==> src/rtl/cache_arb_pkg.sv <==
// cache_arb_pkg
// Shared types and constants for the cache line arbiter.
//   arb_state_t : arbiter FSM states (IDLE, SERVE_I, SERVE_D)
//   arb_op_t    : upstream operation captured at grant time
//   LINE_W      : cache line width in bits
//   OFFSET_W    : log2 of line bytes (address bits forced to zero upstream)
//   LAST_I/D    : encodings of the last-grant register
// Optional feature macro used by this slice: CACHE_ARB_ROUND_ROBIN_EN.
package cache_arb_pkg;

  localparam int LINE_W   = 256;
  localparam int OFFSET_W = 5;

  localparam logic LAST_I = 1'b0;
  localparam logic LAST_D = 1'b1;

  typedef enum logic [1:0] {
    IDLE    = 2'd0,
    SERVE_I = 2'd1,
    SERVE_D = 2'd2
  } arb_state_t;

  typedef enum logic {
    OP_READ  = 1'b0,
    OP_WRITE = 1'b1
  } arb_op_t;

endpackage

==> src/rtl/cache_arb_grant.sv <==
// cache_arb_grant
// Combinational grant picker between the icache and dcache requesters.
// Ports:
//   i_req      : icache has a pending line request
//   d_req      : dcache has a pending line request (read or write)
//   last_grant : side granted most recently (LAST_I / LAST_D)
//   grant_i    : icache wins this cycle
//   grant_d    : dcache wins this cycle
// Macro CACHE_ARB_ROUND_ROBIN_EN: when defined, contention goes to the side
// not granted last; otherwise the dcache always wins contention.
module cache_arb_grant
  import cache_arb_pkg::*;
(
  input  logic i_req,
  input  logic d_req,
  input  logic last_grant,
  output logic grant_i,
  output logic grant_d
);

`ifdef CACHE_ARB_ROUND_ROBIN_EN
  // Alternate on contention, grant a lone requester immediately
  always_comb begin
    grant_i = 1'b0;
    grant_d = 1'b0;
    if (i_req && d_req) begin
      grant_d = (last_grant == LAST_I);
      grant_i = (last_grant == LAST_D);
    end else begin
      grant_i = i_req;
      grant_d = d_req;
    end
  end
`else
  // last_grant has no meaning under fixed priority
  logic unused_last_grant_s;
  assign unused_last_grant_s = last_grant;

  // Fixed priority: the dcache wins any contention
  always_comb begin
    grant_i = 1'b0;
    grant_d = 1'b0;
    if (d_req) begin
      grant_d = 1'b1;
    end else begin
      grant_i = i_req;
    end
  end
`endif

endmodule

==> src/rtl/cache_line_arbiter.sv <==
// cache_line_arbiter
// Multiplexes icache and dcache 256-bit line requests onto one upstream
// memory port with a single outstanding transaction.
// Ports:
//   clk, rst_n                 : clock, asynchronous active-low reset
//   i_read, i_addr             : icache line read request (held until i_resp)
//   i_resp, i_rdata256         : icache completion pulse and line data
//   d_read, d_write, d_addr,
//   d_wdata256                 : dcache fill/writeback request (held until d_resp)
//   d_resp, d_rdata256         : dcache completion pulse and line data
//   m_read, m_write, m_addr,
//   m_wdata256                 : upstream request (address offset bits zero)
//   m_resp, m_rdata256         : upstream completion pulse and read data
// Macro CACHE_ARB_ROUND_ROBIN_EN selects round-robin contention handling;
// undefined gives fixed dcache priority without a last-grant register.
module cache_line_arbiter #(
  parameter int ADDR_W   = 32,
  parameter int LINE_W   = cache_arb_pkg::LINE_W,
  parameter int OFFSET_W = cache_arb_pkg::OFFSET_W
) (
  input  logic              clk,
  input  logic              rst_n,
  input  logic              i_read,
  input  logic [ADDR_W-1:0] i_addr,
  output logic              i_resp,
  output logic [LINE_W-1:0] i_rdata256,
  input  logic              d_read,
  input  logic              d_write,
  input  logic [ADDR_W-1:0] d_addr,
  input  logic [LINE_W-1:0] d_wdata256,
  output logic              d_resp,
  output logic [LINE_W-1:0] d_rdata256,
  output logic              m_read,
  output logic              m_write,
  output logic [ADDR_W-1:0] m_addr,
  output logic [LINE_W-1:0] m_wdata256,
  input  logic              m_resp,
  input  logic [LINE_W-1:0] m_rdata256
);

  import cache_arb_pkg::*;

  arb_state_t        state_r;
  arb_state_t        next_state_s;
  logic              grant_i_s;
  logic              grant_d_s;
  logic              last_grant_s;
  arb_op_t           grant_op_s;
  logic [ADDR_W-1:0] grant_addr_s;
  logic [LINE_W-1:0] grant_wdata_s;
  logic              m_read_r;
  logic              m_write_r;
  logic [ADDR_W-1:0] m_addr_r;
  logic [LINE_W-1:0] m_wdata_r;

  cache_arb_grant u_grant (
    .i_req      (i_read),
    .d_req      (d_read | d_write),
    .last_grant (last_grant_s),
    .grant_i    (grant_i_s),
    .grant_d    (grant_d_s)
  );

`ifdef CACHE_ARB_ROUND_ROBIN_EN
  logic last_grant_r;

  // Remember which side won the most recent grant
  always_ff @(posedge clk or negedge rst_n) begin
    if (!rst_n) begin
      last_grant_r <= LAST_I;
    end else if ((state_r == IDLE) && grant_d_s) begin
      last_grant_r <= LAST_D;
    end else if ((state_r == IDLE) && grant_i_s) begin
      last_grant_r <= LAST_I;
    end else begin
      last_grant_r <= last_grant_r;
    end
  end

  assign last_grant_s = last_grant_r;
`else
  assign last_grant_s = LAST_I;
`endif

  // Select the winner's operation, line address and write data
  always_comb begin
    grant_op_s    = OP_READ;
    grant_addr_s  = {ADDR_W{1'b0}};
    grant_wdata_s = {LINE_W{1'b0}};
    if (grant_d_s) begin
      // Writeback goes before fill when both are raised
      grant_op_s    = d_write ? OP_WRITE : OP_READ;
      grant_addr_s  = {d_addr[ADDR_W-1:OFFSET_W], {OFFSET_W{1'b0}}};
      grant_wdata_s = d_wdata256;
    end else if (grant_i_s) begin
      grant_op_s    = OP_READ;
      grant_addr_s  = {i_addr[ADDR_W-1:OFFSET_W], {OFFSET_W{1'b0}}};
      grant_wdata_s = {LINE_W{1'b0}};
    end else begin
      grant_op_s    = OP_READ;
    end
  end

  // Next-state logic: grant from IDLE, return to IDLE on m_resp
  always_comb begin
    next_state_s = state_r;
    case (state_r)
      IDLE: begin
        if (grant_d_s) begin
          next_state_s = SERVE_D;
        end else if (grant_i_s) begin
          next_state_s = SERVE_I;
        end else begin
          next_state_s = IDLE;
        end
      end
      SERVE_I, SERVE_D: begin
        if (m_resp) begin
          next_state_s = IDLE;
        end else begin
          next_state_s = state_r;
        end
      end
      default: next_state_s = IDLE;
    endcase
  end

  // FSM state register
  always_ff @(posedge clk or negedge rst_n) begin
    if (!rst_n) begin
      state_r <= IDLE;
    end else begin
      state_r <= next_state_s;
    end
  end

  // Upstream request registers: load on grant, clear after m_resp
  always_ff @(posedge clk or negedge rst_n) begin
    if (!rst_n) begin
      m_read_r  <= 1'b0;
      m_write_r <= 1'b0;
      m_addr_r  <= {ADDR_W{1'b0}};
      m_wdata_r <= {LINE_W{1'b0}};
    end else begin
      case (state_r)
        IDLE: begin
          if (grant_d_s || grant_i_s) begin
            m_read_r  <= (grant_op_s == OP_READ);
            m_write_r <= (grant_op_s == OP_WRITE);
            m_addr_r  <= grant_addr_s;
            m_wdata_r <= grant_wdata_s;
          end
        end
        SERVE_I, SERVE_D: begin
          if (m_resp) begin
            m_read_r  <= 1'b0;
            m_write_r <= 1'b0;
          end
        end
        default: begin
          m_read_r  <= 1'b0;
          m_write_r <= 1'b0;
        end
      endcase
    end
  end

  assign m_read     = m_read_r;
  assign m_write    = m_write_r;
  assign m_addr     = m_addr_r;
  assign m_wdata256 = m_wdata_r;

  // Completion is routed only to the side currently being served
  assign i_resp = (state_r == SERVE_I) & m_resp;
  assign d_resp = (state_r == SERVE_D) & m_resp;

  assign i_rdata256 = m_rdata256;
  assign d_rdata256 = m_rdata256;

endmodule
==> config.mk <==
export PLATFORM = sky130hd
export DESIGN_NAME = cache_line_arbiter
export DESIGN_NICKNAME = d
export VERILOG_FILES = /design/src/rtl/cache_arb_pkg.sv /design/src/rtl/cache_arb_grant.sv /design/src/rtl/cache_line_arbiter.sv
export SDC_FILE = /design/constraint.sdc
export NUM_CORES = 1
export LEC_CHECK = 0
export BUFFER_PORTS_ARGS = -buffer_cell sky130_fd_sc_hd__buf_2
export CAP_MARGIN = 20
export CORE_AREA = 2 2 537 539
export CTS_BUF_LIST = sky130_fd_sc_hd__clkbuf_4 sky130_fd_sc_hd__clkbuf_8
export DETAILED_ROUTE_END_ITERATION = 6
export DIE_AREA = 0 0 539 541
export PLACE_DENSITY = 0.31
export SYNTH_ARGS = -nofsm -noshare
export SYNTH_HDL_FRONTEND = slang
export SYNTH_HIERARCHICAL = 1
export SYNTH_SLANG_ARGS = --single-unit
==> constraint.sdc <==
create_clock -name clk -period 3.5 [get_ports clk]
set_input_delay 0.875 -clock clk [delete_from_list [all_inputs] [get_ports clk]]
set_output_delay 0.875 -clock clk [all_outputs]
set_load 0.02 [all_outputs]
==> results.yml, run 1 <==
outcome:
  status: "finished, final reports clean"
global_route:
  grt_pass1_wl_mm: 160
  grt_max_degree: 87
  grt.overflow.total: 0
  first_global_vias: 10963
  grt_usage: 0.0887
  antenna_found_initial: 119
drt:
  dr.first_iter.drc_count: 671
  viasPerCell: 2.11
  drc: 0
  vias: 11027
  wl_per_cell_um: 25.7
  ant_nets: 0
  first_pass_iters: 5
  routed_wl_mm: 134
die:
  num_rows: 197
  start_util: 0.0514
  dieArea_um2: 292000
  fp.dieH_um: 541
  io_pins: 1386
  core-area_um2: 286000
  die_w_um: 539
final_layout:
  final.fill_count: 33598
  fin_area_um2: 20000
  multi_input_area_um2: 3110
  seq_area_um2: 7180
  syn_to_final_growth_pct: 36.2
  nets: 1977
  final_common_cell: "buf_2"
  drive_above_1_share: 0.529
  mostFrequentLayoutCells: "buf_2, dfrtp_1, a22o_1"
pwr:
  ir_drop_mv: 0.366
  power.density_nw_per_um2: 1060
  p_leak_nw: 8.29
worst_setup_path:
  worst-path-buf-inv: 2
  r2r_start: "state_r[0]$_DFFE_PN0P_"
  crit_family: "flip-flops"
  r2r-end: "m_wdata256[192]$_DFFE_PN0P_"
  cp.required_ps: 2620
  crit_chain: "inv_1 -> ha_1 -> and2_1 -> buf_2"
  crit_arrival_ps: 1810
  critPathLaunch: "state_r[1]$_DFFE_PN0P_"
  r2r_slack_ps: 1210
  critPathMaxFanout: 3
  end_kind: "output pin"
  cp_slowest_cell: "dfrtp_1"
  crit_type: "reg -> out"
  reg2reg_depth: 5
  worstSetupEndpoint: "i_resp"
  slowest_delay_ps: 400
  cp-start-kind: "flip-flop"
  cp_num_cells: 4
sta:
  setup_viol: 0
  slew_headroom: 0.549
  fin_hold_ws_ps: 225
  finalCritPeriodShare: 0.768
  max_slew.worst_pin.slew_ps: 676
  max_freq_mhz: 372
  tns_ps: 0
  final-hold-violation-count: 0
  drv_slew: 0
  rsz0062_at_grt: "no"
  min_period_ps: 2690
  clock_skew_ps: 71.7
synthesis:
  synth-seq-area-share: 0.488
  ys.warnings.count: 6
  netlist_instances: 1273
  synth_top_cell_area_share: 0.488
  ys_types: 26
  synth_seq_cells: 287
  yosysTopAreaCell: "dfrtp_1"
  yosys-top-cells-area: "dfrtp_1, buf_4, a22o_1"
  synth_area_per_cell_um2: 11.6
  synthesis.area_um2: 14700
worst_hold_path:
  hold_path_class: "in -> reg"
clock_network:
  clkSinkCount: 287
  tritoncts: "done"
  post_cts_buffers: 0
  htree_levels: 3
  clk_latency_ps: 870
  clkSlewWorstSetupHoldPaths_ps: 60
  clockRootBuffer: "clkbuf_8"
  cts_buffers: 74
  cts_max_path_buffers: 4
placed_design:
  hpwl_mm: 116
  place_congestion: 0.737
  portBuffers: 602
  postPlaceCellArea_um2: 18400
flow_run:
  cap_violations: 0
## sequential cells by signal, indices dropped and copies added (netlist names)
| name | count |
|---|---|
| state_r | 2 |
| m_addr | 27 |
| m_wdata256 | 256 |
| m_read | 1 |
| m_write | 1 |
## synthesized netlist by cell type (all sizes together)
cell type,count
o22ai,27
nand2,7
nor2b,2
a21oi,28
ha,4
conb,1
a22o,257
or2,1
and2,3
clkbuf,3
inv,3
nor2,1
o31ai,1
clkinv,1
mux2i,1
nand3b,27
dfrtp,287
o21ai,29
o2bb2ai,1
buf,589
## stage by stage
step,worst slack (ps),power (W),utilization,instances
floorplan,1260,0.0116,-,1277
global placement,219,0.0167,0.0643,5094
detailed placement,617,0.0167,0.0643,5095
CTS,594,0.0221,0.0699,5222
global route,614,0.0229,0.0699,5224
finish,811,0.0213,0.0699,5225
## cell type report
class | count | share of cell area
clock buffer | 109 | 0.0668
timing repair buffer | 630 | 0.170
inverter | 4 | 0.000749
sequential | 287 | 0.359
clock inverter | 17 | 0.0127
tap | 3781 | 0.236
antenna | 3 | 0.000375
multi-input combinational | 394 | 0.155
## worst register-to-register path: cells and delay by family (launching register included)
family	cells	cell delay, ps
adders and majority gates	1	320
buffers and inverters	2	590
and+or+nand+nor	1	640
DFF	1	400
AOI/OAI and AO/OA	1	280
## kinds of logic after synthesis
kind of cell             share of synthesized area
AND/OR/NAND/NOR                             0.0191
other                                     0.000255
multiplexers                              0.000680
flip-flops                                   0.488
AO/OA/AOI/OAI                                0.185
buffers and inverters                        0.303
adder cells (fa/ha/maj)                    0.00340
## layer usage
| layer | GRT usage | wire length [µm] | vias up |
|---|---|---|---|
| met2 | 0.131 | 55100 | 1282 |
| met1 | 0.0795 | 41900 | 4958 |
| met4 | 0.0464 | 8700 | 8 |
| li1 | - | - | 4232 |
| met3 | 0.0860 | 28800 | 547 |
| met5 | 0.00164 | 89 | - |
## how the worst min path moves through the flow
stage,start,endpoint,slack (ps),depth (start not counted)
after floorplan,state_r[1]$_DFFE_PN0P_,state_r[1]$_DFFE_PN0P_,480,2
after global placement,m_wdata256[212]$_DFFE_PN0P_,m_wdata256[212]$_DFFE_PN0P_,490,1
after detailed placement,m_wdata256[53]$_DFFE_PN0P_,m_wdata256[53]$_DFFE_PN0P_,490,1
after CTS,d_wdata256[84],m_wdata256[84]$_DFFE_PN0P_,40,2
after global routing,d_wdata256[184],m_wdata256[184]$_DFFE_PN0P_,120,2
final,d_wdata256[84],m_wdata256[84]$_DFFE_PN0P_,230,2
## repair_timing
item,4_1_cts,5_1_grt
resized for setup,0,0
hold buffers,1,0
endpoints found under the hold margin,38,0
## report_power, final
part | leakage, nW | internal (W) | switching, W
Combinational | 3.96 | 0.00284 | 0.00752
Sequential | 3.49 | 0.00502 | 0.000966
Clock | 0.840 | 0.00288 | 0.00210
Power figures use the tool's default switching activity.
==> run 2, diff against run 1 <==
Settings changed: CORE_AREA 2 2 537 539 to 2 2 547 549, DIE_AREA 0 0 539 541 to 0 0 549 551.
Clock period 3.5 ns to 2.4 ns, I/O delays scaled along.
==> results.yml, run 2 (synthesis results as in run 1) <==
final_layout:
  post-route-util: 0.0787
  drive_above_1_share: 0.449
  syn_to_final_growth_pct: 58.5
  final_cells: 5691
  largest_reg_flops: 256
  mostFrequentLayoutCells: "buf_2, dlygate4sd3_1, dfrtp_1"
  nets: 2282
  final_common_cell: "buf_2"
global_route:
  antenna_found_initial: 80
  grt_pass1_wl_mm: 162
  first_global_vias: 12521
  grt.overflow.total: 0
  grt_usage: 0.0860
  grt_max_degree: 87
flow_run:
  cap_violations: 0
sta:
  slew_headroom: 0.629
  drv_slew: 0
  fin_hold_ws_ps: 175
  setup_viol: 0
  clock_skew_ps: 78.7
  min_period_ps: 2350
  final-hold-violation-count: 0
  setup_ws_ps: 48.7
  max_slew.worst_pin.slew_ps: 557
  tns_ps: 0
  rsz0062_at_grt: "yes"
  max_freq_mhz: 425
  finalCritPeriodShare: 0.980
worst_setup_path:
  end_kind: "output pin"
  crit_arrival_ps: 1750
  cp-start-kind: "flip-flop"
  crit_type: "reg -> out"
  critPathMaxFanout: 3
  cp.required_ps: 1800
placed_design:
  hpwl_mm: 117
  portBuffers: 602
  pre_cts_slack_ps: 152
  dp_cells: 5269
  place_congestion: 0.691
die:
  start_util: 0.0497
  fp.dieH_um: 551
  core-area_um2: 296000
  io_pins: 1386
  dieArea_um2: 302000
  die_w_um: 549
  num_rows: 200
drt:
  drc: 0
  routed_wl_mm: 136
  dr.first_iter.drc_count: 772
  first_pass_iters: 5
  vias: 11981
  viasPerCell: 2.11
  wl_per_cell_um: 23.8
  ant_nets: 0
clock_network:
  clkSinkCount: 287
  clockRootBuffer: "clkbuf_8"
  clk_latency_ps: 840
  clkSlewWorstSetupHoldPaths_ps: 50
  tritoncts: "done"
  htree_levels: 3
  cts_buffers: 73
  cts_max_path_buffers: 4
pwr:
  power.density_nw_per_um2: 1340
  p_leak_nw: 9.58
  ir_drop_mv: 0.475
worst_hold_path:
  hold_path_class: "in -> reg"
outcome:
  status: "finished, final reports clean"
run 2: layout make-up:
cell class              count  area (µm²)
diodes                      9        22.5
clock buffers             108        1360
clock inverters            14         178
fillers                 34577      273000
inverters                   4        15.0
multi-input cells         394        3110
flip-flops and latches    287        7180
well taps                3939        4930
repair buffers            936        6520
run 2: worst paths after layout:
check,start,end,slack [ps],cells after the start
setup / recovery,state_r[0]$_DFFE_PN0P_,i_resp,50,3
hold / removal,i_addr[17],m_addr[17]$_DFFE_PN0P_,180,4
setup reg to reg,state_r[1]$_DFFE_PN0P_,m_addr[25]$_DFFE_PN0P_,170,9
hold reg to reg,m_wdata256[218]$_DFFE_PN0P_,m_wdata256[218]$_DFFE_PN0P_,500,1
max in group asynchronous,rst_n,m_wdata256[74]$_DFFE_PN0P_,1360,3
min in group asynchronous,rst_n,m_wdata256[208]$_DFFE_PN0P_,230,2
run 2: stage by stage:
step,instance area (µm²),total power [W]
6_report,23300,0.0313
5_1_grt,23300,0.0340
4_1_cts,23300,0.0327
3_5_place_dp,18800,0.0248
3_3_place_gp,18800,0.0248
2_1_floorplan,14700,0.0170
run 2: timing repair:
action | 4_1_cts | 5_1_grt
endpoints found under the hold margin | 485 | 0
resized for setup | 15 | 6
endpoints found under the setup margin | 6 | 3
buffers inserted | 2 | 1
hold buffers | 288 | 0
run 2: where the power goes:
| group | leakage (nW) | internal (W) | total, W | switching (W) |
|---|---|---|---|---|
| Clock | 0.807 | 0.00401 | 0.00683 | 0.00282 |
| Sequential | 3.49 | 0.00732 | 0.00878 | 0.00146 |
| Combinational | 5.28 | 0.00469 | 0.0157 | 0.0110 |
run 2: per-layer routing:
| layer | global-route usage | share of wire |
|---|---|---|
| met1 | 0.0751 | 0.31 |
| met2 | 0.129 | 0.42 |
| met3 | 0.0809 | 0.21 |
| met4 | 0.0490 | 0.062 |
| met5 | 0.00281 | 0.0010 |
run 2: worst max-delay path, stage by stage (launching register included):
cell and delay (ps):
dfrtp_2 430, ha_4 160, and2_4 160, buf_12 140
